<file path="config.mk">
export PLATFORM = sky130hd
export DESIGN_NAME = lcd_marquee
export DESIGN_NICKNAME = d
export VERILOG_FILES = /design/src/rtl/lcd_pkg.sv /design/src/rtl/lcd_marquee_tick.sv /design/src/rtl/lcd_marquee.sv
export SDC_FILE = /design/constraint.sdc
export NUM_CORES = 1
export LEC_CHECK = 0
export CORE_MARGIN = 4
export CORE_UTILIZATION = 25
export DETAILED_ROUTE_END_ITERATION = 8
export GPL_TIMING_DRIVEN = 0
export SYNTH_ARGS = -nofsm -noshare
export SYNTH_HDL_FRONTEND = slang
export SYNTH_SLANG_ARGS = --single-unit
</file>
<file path="constraint.sdc">
create_clock -name clk -period 15.8 [get_ports clk]
set_input_delay 3.16 -clock clk [delete_from_list [all_inputs] [get_ports clk]]
set_output_delay 3.16 -clock clk [all_outputs]
set_load 0.005 [all_outputs]
</file>
<file path="src/rtl/lcd_pkg.sv">
// Shared character constants and types for the LCD marquee slice.
package lcd_pkg;

   localparam int CHAR_W       = 8;
   localparam int LCD_LINE_LEN = 16;

   typedef logic [CHAR_W-1:0] char_t;

   localparam char_t ASCII_SPACE = 8'h20;

endpackage

</file>
<file path="src/rtl/lcd_marquee_tick.sv">
// Scroll-rate divider: pulses step once every TICK_DIV enabled clocks.
module marquee_tick #(
   parameter int TICK_DIV = 50000000
) (
   input  logic clk,
   input  logic rst,
   input  logic en,
   input  logic clr,
   output logic step
);

   localparam int CW = (TICK_DIV > 1) ? $clog2(TICK_DIV) : 1;
   localparam logic [CW-1:0] CNT_LAST = CW'(TICK_DIV - 1);
   localparam logic [CW-1:0] CNT_ONE  = CW'(1);

   logic [CW-1:0] cnt;
   logic          at_last;

   assign at_last = (cnt == CNT_LAST);
   // clr wins over a terminal count so a restart never leaks a step.
   assign step    = en & at_last & ~clr;

   always_ff @(posedge clk or posedge rst) begin
      if (rst) begin
         cnt <= '0;
      end else if (clr) begin
         cnt <= '0;
      end else if (en) begin
         cnt <= at_last ? '0 : cnt + CNT_ONE;
      end
   end

endmodule

</file>
<file path="src/rtl/lcd_marquee.sv">
// Scrolling LCD marquee: message RAM, offset stepper and registered window.
// Define LCD_MARQUEE_BOUNCE_EN to ping-pong the window instead of wrapping.
module lcd_marquee
   import lcd_pkg::*;
#(
   parameter int MSG_LEN  = 32,
   parameter int WIN_LEN  = LCD_LINE_LEN,
   parameter int TICK_DIV = 50000000
) (
   input  logic                      clk,
   input  logic                      rst,
   input  logic                      en,
   input  logic                      dir,
   input  logic                      restart,
   input  logic                      wr_en,
   input  logic [7:0]                wr_addr,
   input  logic [7:0]                wr_data,
   output logic [CHAR_W*WIN_LEN-1:0] win_out,
   output logic                      wrap
);

   localparam int OW = (MSG_LEN > 1) ? $clog2(MSG_LEN) : 1;
   localparam logic [OW-1:0] OFF_LAST  = OW'(MSG_LEN - 1);
   localparam logic [OW-1:0] OFF_ONE   = OW'(1);
   localparam logic [OW:0]   MSG_LEN_X = (OW+1)'(MSG_LEN);
   localparam logic [8:0]    MSG_LEN_A = 9'(MSG_LEN);
`ifdef LCD_MARQUEE_BOUNCE_EN
   localparam logic [OW-1:0] OFF_BMAX  = OW'(MSG_LEN - WIN_LEN);
`endif

   char_t                     msg [MSG_LEN];
   logic [OW-1:0]             offset;
   logic                      step;
   logic [CHAR_W*WIN_LEN-1:0] win_nxt;
   logic [OW:0]               idx;
`ifdef LCD_MARQUEE_BOUNCE_EN
   logic                      bdir;
`endif

   marquee_tick #(.TICK_DIV(TICK_DIV)) u_tick (
      .clk  (clk),
      .rst  (rst),
      .en   (en),
      .clr  (restart),
      .step (step)
   );

   // NOTE: this array is small and must read as spaces during reset, so it is
   // flops with a reset rather than an inferred RAM (which cannot be reset).
   always_ff @(posedge clk or posedge rst) begin
      if (rst) begin
         for (int i = 0; i < MSG_LEN; i++) msg[i] <= ASCII_SPACE;
      end else if (wr_en && ({1'b0, wr_addr} < MSG_LEN_A)) begin
         msg[wr_addr[OW-1:0]] <= wr_data;
      end
   end

   // NOTE: combinational blocks use blocking '=' and assign defaults first so
   // no path leaves a variable unassigned (which would infer a latch).
   always_comb begin
      win_nxt = '0;
      idx     = '0;
      for (int i = 0; i < WIN_LEN; i++) begin
         idx = {1'b0, offset} + (OW+1)'(i);
         if (idx >= MSG_LEN_X) idx = idx - MSG_LEN_X;
         win_nxt[CHAR_W*(WIN_LEN-i)-1 -: CHAR_W] = msg[idx[OW-1:0]];
      end
   end

   always_ff @(posedge clk or posedge rst) begin
      if (rst) begin
         win_out <= {WIN_LEN{ASCII_SPACE}};
      end else begin
         win_out <= win_nxt;
      end
   end

   always_ff @(posedge clk or posedge rst) begin
      if (rst) begin
         offset <= '0;
         wrap   <= 1'b0;
`ifdef LCD_MARQUEE_BOUNCE_EN
         bdir   <= dir;
`endif
      end else if (restart) begin
         offset <= '0;
         wrap   <= 1'b0;
`ifdef LCD_MARQUEE_BOUNCE_EN
         bdir   <= dir;
`endif
      end else begin
         wrap <= 1'b0;
         if (step) begin
`ifdef LCD_MARQUEE_BOUNCE_EN
            // Reverse on arriving at either end of 0..MSG_LEN-WIN_LEN.
            if (!bdir) begin
               if (offset < OFF_BMAX) offset <= offset + OFF_ONE;
               if (({1'b0, offset} + (OW+1)'(1)) >= {1'b0, OFF_BMAX}) begin
                  bdir <= 1'b1;
                  wrap <= 1'b1;
               end
            end else begin
               if (offset != '0) offset <= offset - OFF_ONE;
               if (offset <= OFF_ONE) begin
                  bdir <= 1'b0;
                  wrap <= 1'b1;
               end
            end
`else
            if (!dir) begin
               if (offset == OFF_LAST) begin
                  offset <= '0;
                  wrap   <= 1'b1;
               end else begin
                  offset <= offset + OFF_ONE;
               end
            end else begin
               if (offset == '0) begin
                  offset <= OFF_LAST;
                  wrap   <= 1'b1;
               end else begin
                  offset <= offset - OFF_ONE;
               end
            end
`endif
         end
      end
   end

endmodule
</file>
### Word level (Yosys, flattened, before mapping)

Cells that the tools add are included.

* latch bits: 0
* input bits: 22
* memories kept: 0
* output and inout bits: 129
* word-level logic and storage cells: 212
* register bits after elaboration: 416
* bits in writable memories: 0
* memory bits (read-only): 0

* div/mod/pow operators: 0
* magnitude comparators: 35
* add/sub/neg operators: 34
* shifts and indexed selects: 0
* reductions and logical operators: 5
* muxes and demuxes: 80
* $mul: 0
* bitwise operators: 20
* eq/ne operators: 2

Operators by type and width (count)
* 8-bit binary-select mux with 5-bit select: 16
* 8-bit 2-to-1 mux: 33
* 256-bit bitwise mux: 1
* 6-bit greater-or-equal comparator (second input constant): 32
* 5-bit 2-to-1 mux: 21
* 5-bit NOT with 6-bit output: 17
* 5-bit by 1-bit subtractor with 5-bit output (second input constant): 17
* 26-bit 2-to-1 mux: 3
* 5-bit by 4-bit adder with 6-bit output (second input constant): 8
* 8-bit demux with 5-bit select: 1
* 26-bit by 1-bit adder with 26-bit output (second input constant): 1
* 26-bit equality test (second input constant): 1
* 5-bit by 3-bit adder with 6-bit output (second input constant): 4
* 5-bit by 2-bit adder with 6-bit output (second input constant): 2
* 8-bit by 6-bit less-than comparator with 1-bit output (second input constant): 1
* 5-bit by 1-bit adder with 6-bit output (second input constant): 1
* 5-bit by 6-bit greater-or-equal comparator with 1-bit output (second input constant): 1
* 6-bit by 1-bit less-than comparator with 1-bit output (second input constant): 1
* 5-bit by 1-bit adder with 5-bit output (second input constant): 1
* 5-bit equality test (second input constant): 1
* 5-bit zero test: 1
* 1-bit 2-to-1 mux: 5
* 2-bit nonzero test: 2
* 1-bit AND: 2
* other kinds (2): 3

### Depth between registers and ports, before layout

Gate-level depths: netlist of the first run.

* depth after elaboration: 7
* gate-level depth with buffers: 15
* depth with buffers taken out: 8

### Hierarchy

From an unflattened synthesis of the first run, not the netlist that was laid out.

* cells, all modules: 2801
* area total of the unflattened synthesis: 30869.6 sq um

By module, submodules not included
* lcd_marquee: instances 1, cells an instance 2633, seq. area each 9819.4 sq um, area each 29343.1 sq um
* marquee_tick: instances 1, cells an instance 168, seq. area each 650.6 sq um, area each 1526.5 sq um

### Worst setup path after synthesis of the first run

Ideal clock, no wire load.

* path type: input port to flip-flop
* from: input port wr_addr[6]
* to: register msg[24] (netlist bit)
* library setup time: 0.125 ns
* setup slack: 10.963 ns
* stages on the path: 6
* arrival: 4.712 ns
* path buffers: 1
* required time: 15.675 ns
* path through: nor4b_1 nor2b_1 nand2b_1 clkbuf_1 nor2_1 mux2_2

* cells in the longest elaborated chain, start to end: 2

Ends and longest elaborated chain
* start, declared: line lcd_marquee.sv:16 `input logic [7:0] wr_addr,`
* 8-bit by 6-bit less-than comparator with 1-bit output: line lcd_marquee.sv:53 `end else if (wr_en && ({1'b0, wr_addr} < MSG_LEN_A)) begin`
* 1-bit logical AND: line lcd_marquee.sv:53
* end signal, assigned by index: line lcd_marquee.sv:54 `msg[wr_addr[OW-1:0]] <= wr_data;`
* end, declared: line lcd_marquee.sv:31 `char_t msg [MSG_LEN];`

Every way passes these cells.
A chain may end at the register's enable or synchronous reset.

### Final worst setup path of the first run

* from: register offset[1]
* to: register win_out[10]

* cells in the longest elaborated chain, start to end: 7
* elaborated cells between the ends (all ways): 8
* classes of those cells: add/sub (2); order compare (1); mux (4); bitwise (1)

Ends and longest elaborated chain
* start, declared: line lcd_marquee.sv:32 `logic [OW-1:0] offset;`
* start signal, assigned: line lcd_marquee.sv:115 `offset <= offset + OFF_ONE;`
* start signal, assigned: line lcd_marquee.sv:122 `offset <= offset - OFF_ONE;`
* 5-bit by 4-bit adder with 6-bit output (*): line lcd_marquee.sv:64 `idx = {1'b0, offset} + (OW+1)'(i);`
* 5-bit by 1-bit subtractor with 5-bit output / 6-bit greater-or-equal comparator (equally long branches): line lcd_marquee.sv:65 `if (idx >= MSG_LEN_X) idx = idx - MSG_LEN_X;`
* 5-bit 2-to-1 mux (*): line lcd_marquee.sv:65
* 5-bit NOT with 6-bit output (not written as such) (*): line lcd_marquee.sv:66 `win_nxt[CHAR_W*(WIN_LEN-i)-1 -: CHAR_W] = msg[idx[OW-1:0]];`
* 8-bit binary-select mux with 5-bit select (*): line lcd_marquee.sv:66
* 8-bit 2-to-1 mux (not written as such) (*) (2 in series): line lcd_marquee.sv:66
* named net win_nxt[10]: line lcd_marquee.sv:34 `logic [CHAR_W*WIN_LEN-1:0] win_nxt;`
* end signal, assigned: line lcd_marquee.sv:72 `win_out <= {WIN_LEN{ASCII_SPACE}};`
* end signal, assigned: line lcd_marquee.sv:74 `win_out <= win_nxt;`
* end, declared: line lcd_marquee.sv:18 `output logic [CHAR_W*WIN_LEN-1:0] win_out,`

Mark *: on every way through the listed nets, which the timed path passes. The rest lies on a longest branch. The select of a mux whose other input is x is not followed.

==> metrics.cfg, run 1 <==
[critical_path]
critical_path_buf_inv_count = 8
crit_path_frequent_cell = buf_2
r2r-start = offset[1]$_DFFE_PP0P_
cp_top_family = buffers and inverters
end_kind = register
crit_required_ns = 16.33
critical_path_class = register to register
critPathMaxFanout = 10
slowest_delay_ns = 1.15
reg2reg_slack_ns = 8.92
rr_worst_depth = 14
arrival_ns = 7.41
slowest_stage = buf_1
worst_setup_path_start_kind = register
crit_chain = buf_2, buf_2, buf_2, buf_2, inv_1, ha_1, buf_2, buf_2, buf_1, mux4_2, nand2_1, nand2_1, o22ai_1, nor2_1
r2r-end = win_out[10]$_DFF_PP0_

[layout]
drive_gt1_frac = 0.380
nets = 2813
multi_input_area_mm2 = 0.0194
final-seq-area_mm2 = 0.0105
nFillCells = 12500
final_util = 0.297
area_growth_pct = 17.6

[cts]
cts_buffer_depth = 3
cts_root_buffer = clkbuf_16
clk_transition_reported_paths_ns = 0.06
postCtsHoldBufs = 0
clk_latency_ns = 0.68
cts_inserted_buffers = 52
ctsResizeCount = 0
cts_sinks = 416
post_cts_buffers = 0
htreeDepth = 2
cts_tree = yes

[power]
p_per_area_mw_per_mm2 = 77.4
p_leak_nw = 15.0
ir_drop_mv = 0.0934

[yosys]
async_reset_ff_frac = 1.00
synth_cells = 2572
synth_compound_area_frac = 0.0624
yosysWarnings = 0
synth_nets = 2608
synth_area_mm2 = 0.0309
yosys-top-cells-count = mux2_2 (496), nand2_1 (376), dfrtp_1 (368)
synth_xor_area_frac = 0.0169
synth-edff-count = 0
synth_top_family_by_area = multiplexers
synthMuxAreaShare = 0.453
yosysUniqueCellTypes = 48
synthTopCellsByArea = dfrtp_1 (30%), mux4_2 (24%), mux2_2 (18%), o22ai_1 (4.7%), nand2_1 (4.6%)
synthAdderAreaFrac = 0.00567
synth_top_area_cell = dfrtp_1
yosysSeqAreaShare = 0.339
synth.top_cell.area_share = 0.298
yosysMostFrequentCell = mux2_2
ys.flop_type = dfrtp_1
ys_ff_latch = 416
synth_area_per_cell_um2 = 12.0
yosys.area_share.simple = 0.0900

[sta]
hold_violations = 0
fmax_ghz = 0.145
final-setup-viol-count = 0
slew_violations = 18
max_slew_margin = -0.0694
rsz0062_at_grt = false
tightest_slew_ns = 1.60
hold_ws_ns = 0.536
finClkSkew_ns = 0.0494
finalCriticalPeriod_ns = 6.88
period_share = 0.436

[placed_design]
dp_hpwl_mm = 139
portBuffers = 145
gp_congestion = 1.08

[global_route]
grt_antenna_before_repair = 16
grt_pass1_vias = 25800
grt_pass1_wl_mm = 240
grt-ovfl-total = 0
grt_usage = 0.270
grt_max_degree = 117

[hold_path]
holdPathEnd = u_tick.cnt[25]$_DFFE_PP0P_
min_from = u_tick.cnt[25]$_DFFE_PP0P_
holdCritPathClass = register to register
hold_path_depth = 2

[floorplan]
die-area_mm2 = 0.129
die_h_um = 359
initial_core_util = 0.253
die_w_um = 359
io_pins = 151
fp-row-count = 128
core_mm2 = 0.122

[route]
drtIter0Drc = 4208
wirelength_mm = 181
dr.pass1.iters = 6
viasPerCell = 6.19
drcViolationCount = 0
antenna_left = 0
routedWlPerCell_um = 40.6
via_count = 27600

[outcome]
status = finished, violations left
violations = max-capacitance violations, max-slew violations

[job]
drv_cap = 2

==> logic make-up after synthesis <==
family,count (synthesis)
simple gates,657
buf+inv,220
xor+xnor,58
fa+ha+maj,14
flops,416
mux,911
compound gates,296
==> worst max-delay path by stage <==
stage | endpoint | start | cells after the start | slack [ns]
detailed placement | msg[49]$_DFFE_PP0P_ | wr_addr[6] | 6 | 9.05
global placement | win_out[22]$_DFF_PP0_ | rst | 2 | -4.54
CTS | win_out[10]$_DFF_PP0_ | offset[1]$_DFFE_PP0P_ | 14 | 9.40
global route | win_out[74]$_DFF_PP0_ | offset[1]$_DFFE_PP0P_ | 14 | 9.10
finish | win_out[10]$_DFF_PP0_ | offset[1]$_DFFE_PP0P_ | 14 | 8.92
floorplan | msg[0]$_DFFE_PP0P_ | rst | 1 | 1.14
==> worst reg2reg max path, stage by stage (launching register included) <==
cell and delay [ns]:
dfrtp_1 0.43, buf_2 0.48, buf_2 0.57, buf_2 0.51, buf_2 0.58, inv_1 0.31, ha_1 0.45, buf_2 0.42
buf_2 0.41, buf_1 1.15, mux4_2 0.45, nand2_1 0.06, nand2_1 0.48, o22ai_1 0.19, nor2_1 0.27
==> sequential cells by signal, indices dropped and copies added, names as in the netlist <==
register	count
wrap	1
win_out	128
offset	5
msg	256
u_tick.cnt	26
==> power by group <==
| group | leakage (nW) | switching (mW) | internal [mW] |
|---|---|---|---|
| combinational | 8.57 | 0.206 | 0.156 |
| sequential | 5.58 | 0.0765 | 1.12 |
| clock | 0.860 | 0.527 | 0.726 |
| total | 15.0 | 0.810 | 2.00 |
==> cell type report <==
type / instances / area share
inverter: 9 / 0.00114
multi-input combinational: 1936 / 0.534
clock buffer: 68 / 0.0394
buffer: 211 / 0.0270
clock inverter: 29 / 0.00944
tap: 1625 / 0.0560
sequential: 416 / 0.288
timing repair buffer: 151 / 0.0436
antenna: 15 / 0.00103
==> placed cells by master (no fill, tap or decap), types with 6 or more instances in the layout <==
master           synthesis  final
o22ai_1                232    232
mux2_1                  48     48
clkbuf_1                86     94
a221oi_1                33     33
buf_6                   10     10
nor2b_1                  8      8
clkinv_2                 0      9
a211oi_1                 6      6
mux4_2                 335    335
diode_2                  0     15
nor2_1                 139    138
nand2_1                376    376
nor3b_1                  7      7
xnor2_1                 26     26
nor4_1                  12     12
a21oi_1                 14     14
clkbuf_8                 0      7
inv_1                    8      7
inv_6                    0      6
nand4_1                 13     13
nor3_1                  53     53
dfrtp_1                368    368
ha_1                    14     14
dfstp_2                 48     48
nand2b_1                14     14
buf_4                    6      6
mux2_2                 496    496
clkbuf_16                0     52
clkdlybuf4s50_1          0    145
mux2i_1                 32     32
xor2_1                  30     30
buf_1                   36     36
nand3_1                 10     10
buf_2                   73     73
==> metal layers <==
layer | track usage | wire (µm)
met1 | 0.336 | 67800
met2 | 0.385 | 74200
met3 | 0.105 | 23300
met4 | 0.179 | 15600
met5 | 0 | 11
==> through the flow <==
step	worst slack [ns]	std cells	total power, mW	instance area [µm²]	setup TNS [ns]
floorplan	1.14	2572	1.36	30900	0
global placement	-4.54	4342	1.55	34400	-1647.92
detailed placement	9.05	4346	1.56	34500	0
CTS	9.40	4443	2.82	36300	0
global route	9.10	4445	2.89	36300	0
finish	8.92	4460	2.81	36300	0
No activity file was read; power rests on OpenSTA's default activity.
==> inputs of run 2 (changes only) <==
- clock period: 15.8 -> 5.9 ns (I/O delays scaled with it)
==> run 2 against run 1 <==
Net effect:
- clock skew down 0.0029 ns
- critical endpoint is now win_out[115]$_DFF_PP0_
- power rose to 2.7 times the previous value
- worst setup slack worse by 9.1 ns
- largest cell class unchanged
- sequential share of layout area down 0.086 points
- maximum frequency up 13%
- core utilization up 0.089 points
- the run ends with max-capacitance violations, max-slew violations, negative setup slack left
- non-clock buffer count up 5
- sequential cell count unchanged
- global-route usage down 1.0 points
- highest routed layer unchanged
==> metrics.cfg, run 2 (synthesis results as in run 1) <==
[cts]
cts_root_buffer = clkbuf_16
clk_transition_reported_paths_ns = 0.08
cts_sinks = 416
cts_tree = yes
clk_latency_ns = 0.64
cts_inserted_buffers = 48
cts_buffer_depth = 3
postCtsHoldBufs = 0
htreeDepth = 2

[sta]
final-setup-viol-count = 36
finalCriticalPeriod_ns = 6.10
max_slew_margin = -0.0573
tightest_slew_ns = 1.59
rsz0062_at_grt = false
finClkSkew_ns = 0.0466
post-route-worst-setup-slack_ns = -0.198
slew_violations = 11
hold_violations = 0
period_share = 1.03
fmax_ghz = 0.164
setup-tns-final_ns = -2.84

[layout]
nets = 2814
top_register = msg
final_common_cell = mux2_2
layout_common_cells = mux2_2 (496), nand2_1 (376), dfrtp_1 (368)
area_growth_pct = 18.0
drive_gt1_frac = 0.384
final_util = 0.298
largest_register_ffs = 256
reg_top3 = msg x256, win_out x128, u_tick.cnt x26
layout.cells.non_filler = 4461

[job]
drv_cap = 1

[placed_design]
dp_hpwl_mm = 135
gp_congestion = 1.10
portBuffers = 145
dp_cells = 4353

[critical_path]
arrival_ns = 6.57
end_kind = register
critical_path_class = register to register
r2r-start = offset[0]$_DFFE_PP0P_
reg2reg_slack_ns = -0.20
crit_required_ns = 6.37
worst_setup_path_start_kind = register
crit_chain = buf_2, inv_1, buf_2, buf_2, buf_2, clkdlybuf4s15_1, ha_1, buf_2, buf_2, clkdlybuf4s15_1, mux2_2, mux4_2, o22ai_1, nor3_1
rr_worst_depth = 14
slowest_delay_ns = 0.88
critPathMaxFanout = 11
slowest_stage = clkdlybuf4s15_1
crit_path_frequent_cell = buf_2
r2r-end = win_out[115]$_DFF_PP0_

[floorplan]
die_h_um = 359
core_mm2 = 0.122
die_w_um = 359
die-area_mm2 = 0.129
io_pins = 151
fp-row-count = 128
initial_core_util = 0.253

[route]
drtIter0Drc = 4319
viasPerCell = 6.17
via_count = 27500
wirelength_mm = 174
drcViolationCount = 0
routedWlPerCell_um = 38.9
antenna_left = 0
dr.pass1.iters = 6

[power]
p_leak_nw = 15.1
p_per_area_mw_per_mm2 = 205
ir_drop_mv = 0.205

[global_route]
grt-ovfl-total = 0
grt_max_degree = 45
grt_pass1_wl_mm = 234
grt_usage = 0.259
grt_pass1_vias = 26100
grt_antenna_before_repair = 14

[hold_path]
hold_path_depth = 2
min_from = u_tick.cnt[25]$_DFFE_PP0P_
holdCritPathClass = register to register
holdPathEnd = u_tick.cnt[25]$_DFFE_PP0P_

[outcome]
violations = max-capacitance violations, max-slew violations, negative setup slack
status = finished, violations left

-- run 2: cell count changes in the layout (fill, tap and decap cells not counted), sizes merged, moves of 2 or more --
cell           delta
buf               -6
clkdlybuf4s15     +4
diode             +3
inv               -3
clkbuf            +2
clkdlybuf4s18     +2
clkinv            -2
-- run 2: timing repair --
action / in CTS / in global routing
endpoints found under the setup margin: 21 / 50
setup buffers: 0 / 0
resized for setup: 8 / 16
-- run 2: power breakdown --
part | internal [mW] | leakage, nW | total [mW] | switching (mW)
combinational | 0.426 | 8.64 | 0.962 | 0.536
clock | 1.96 | 0.850 | 3.30 | 1.34
sequential | 2.99 | 5.58 | 3.22 | 0.231
total | 5.38 | 15.1 | 7.48 | 2.11
-- run 2: per-stage QoR --
stage	power [mW]	hold WS, ns	cell area [µm²]	setup slack, ns
after floorplan	3.65	0.497	30900	-0.850
after global placement	4.16	0.516	34400	-3.82
after detailed placement	4.18	0.533	34600	-0.153
after CTS	7.49	0.550	36400	0.0421
after global routing	7.68	0.598	36400	0.00501
final	7.48	0.543	36400	-0.198
-- run 2: per-layer routing --
layer	GRT usage	part of all wire	vias to the layer above
met5	0	0.00016	-
met4	0.178	0.089	4
met3	0.111	0.13	566
met2	0.374	0.41	2314
met1	0.311	0.36	14200
li1	-	-	10400
-- run 2: final cells by class --
| class | instances | area, µm² |
|---|---|---|
| multi-input combinational | 1936 | 19400 |
| timing repair buffer | 157 | 1680 |
| antenna | 18 | 45.0 |
| tap | 1625 | 2030 |
| inverter | 9 | 37.5 |
| sequential | 416 | 10500 |
| clock inverter | 25 | 319 |
| clock buffer | 65 | 1420 |
| fill | 12400 | 85800 |
| buffer | 210 | 1030 |
-- run 2: how the worst max path moves through the flow --
stage | start | endpoint | slack [ns] | cells past startpoint
3_3_place_gp | rst | win_out[84]$_DFF_PP0_ | -3.82 | 2
2_1_floorplan | rst | msg[0]$_DFFE_PP0P_ | -0.85 | 1
3_5_place_dp | offset[1]$_DFFE_PP0P_ | win_out[45]$_DFF_PP1_ | -0.15 | 14
6_report | offset[0]$_DFFE_PP0P_ | win_out[115]$_DFF_PP0_ | -0.20 | 14
4_1_cts | offset[1]$_DFFE_PP0P_ | win_out[107]$_DFF_PP0_ | 0.04 | 14
5_1_grt | offset[0]$_DFFE_PP0P_ | win_out[84]$_DFF_PP0_ | 0.005 | 14
-- run 2: critical path, delay by kind of cell, from the launching register on --
family	cells	cell delay, ns
buf+inv	9	3.82
mux	2	1.10
flops	1	0.39
fa+ha+maj	1	0.25
compound gates	1	0.25
simple gates	1	0.09
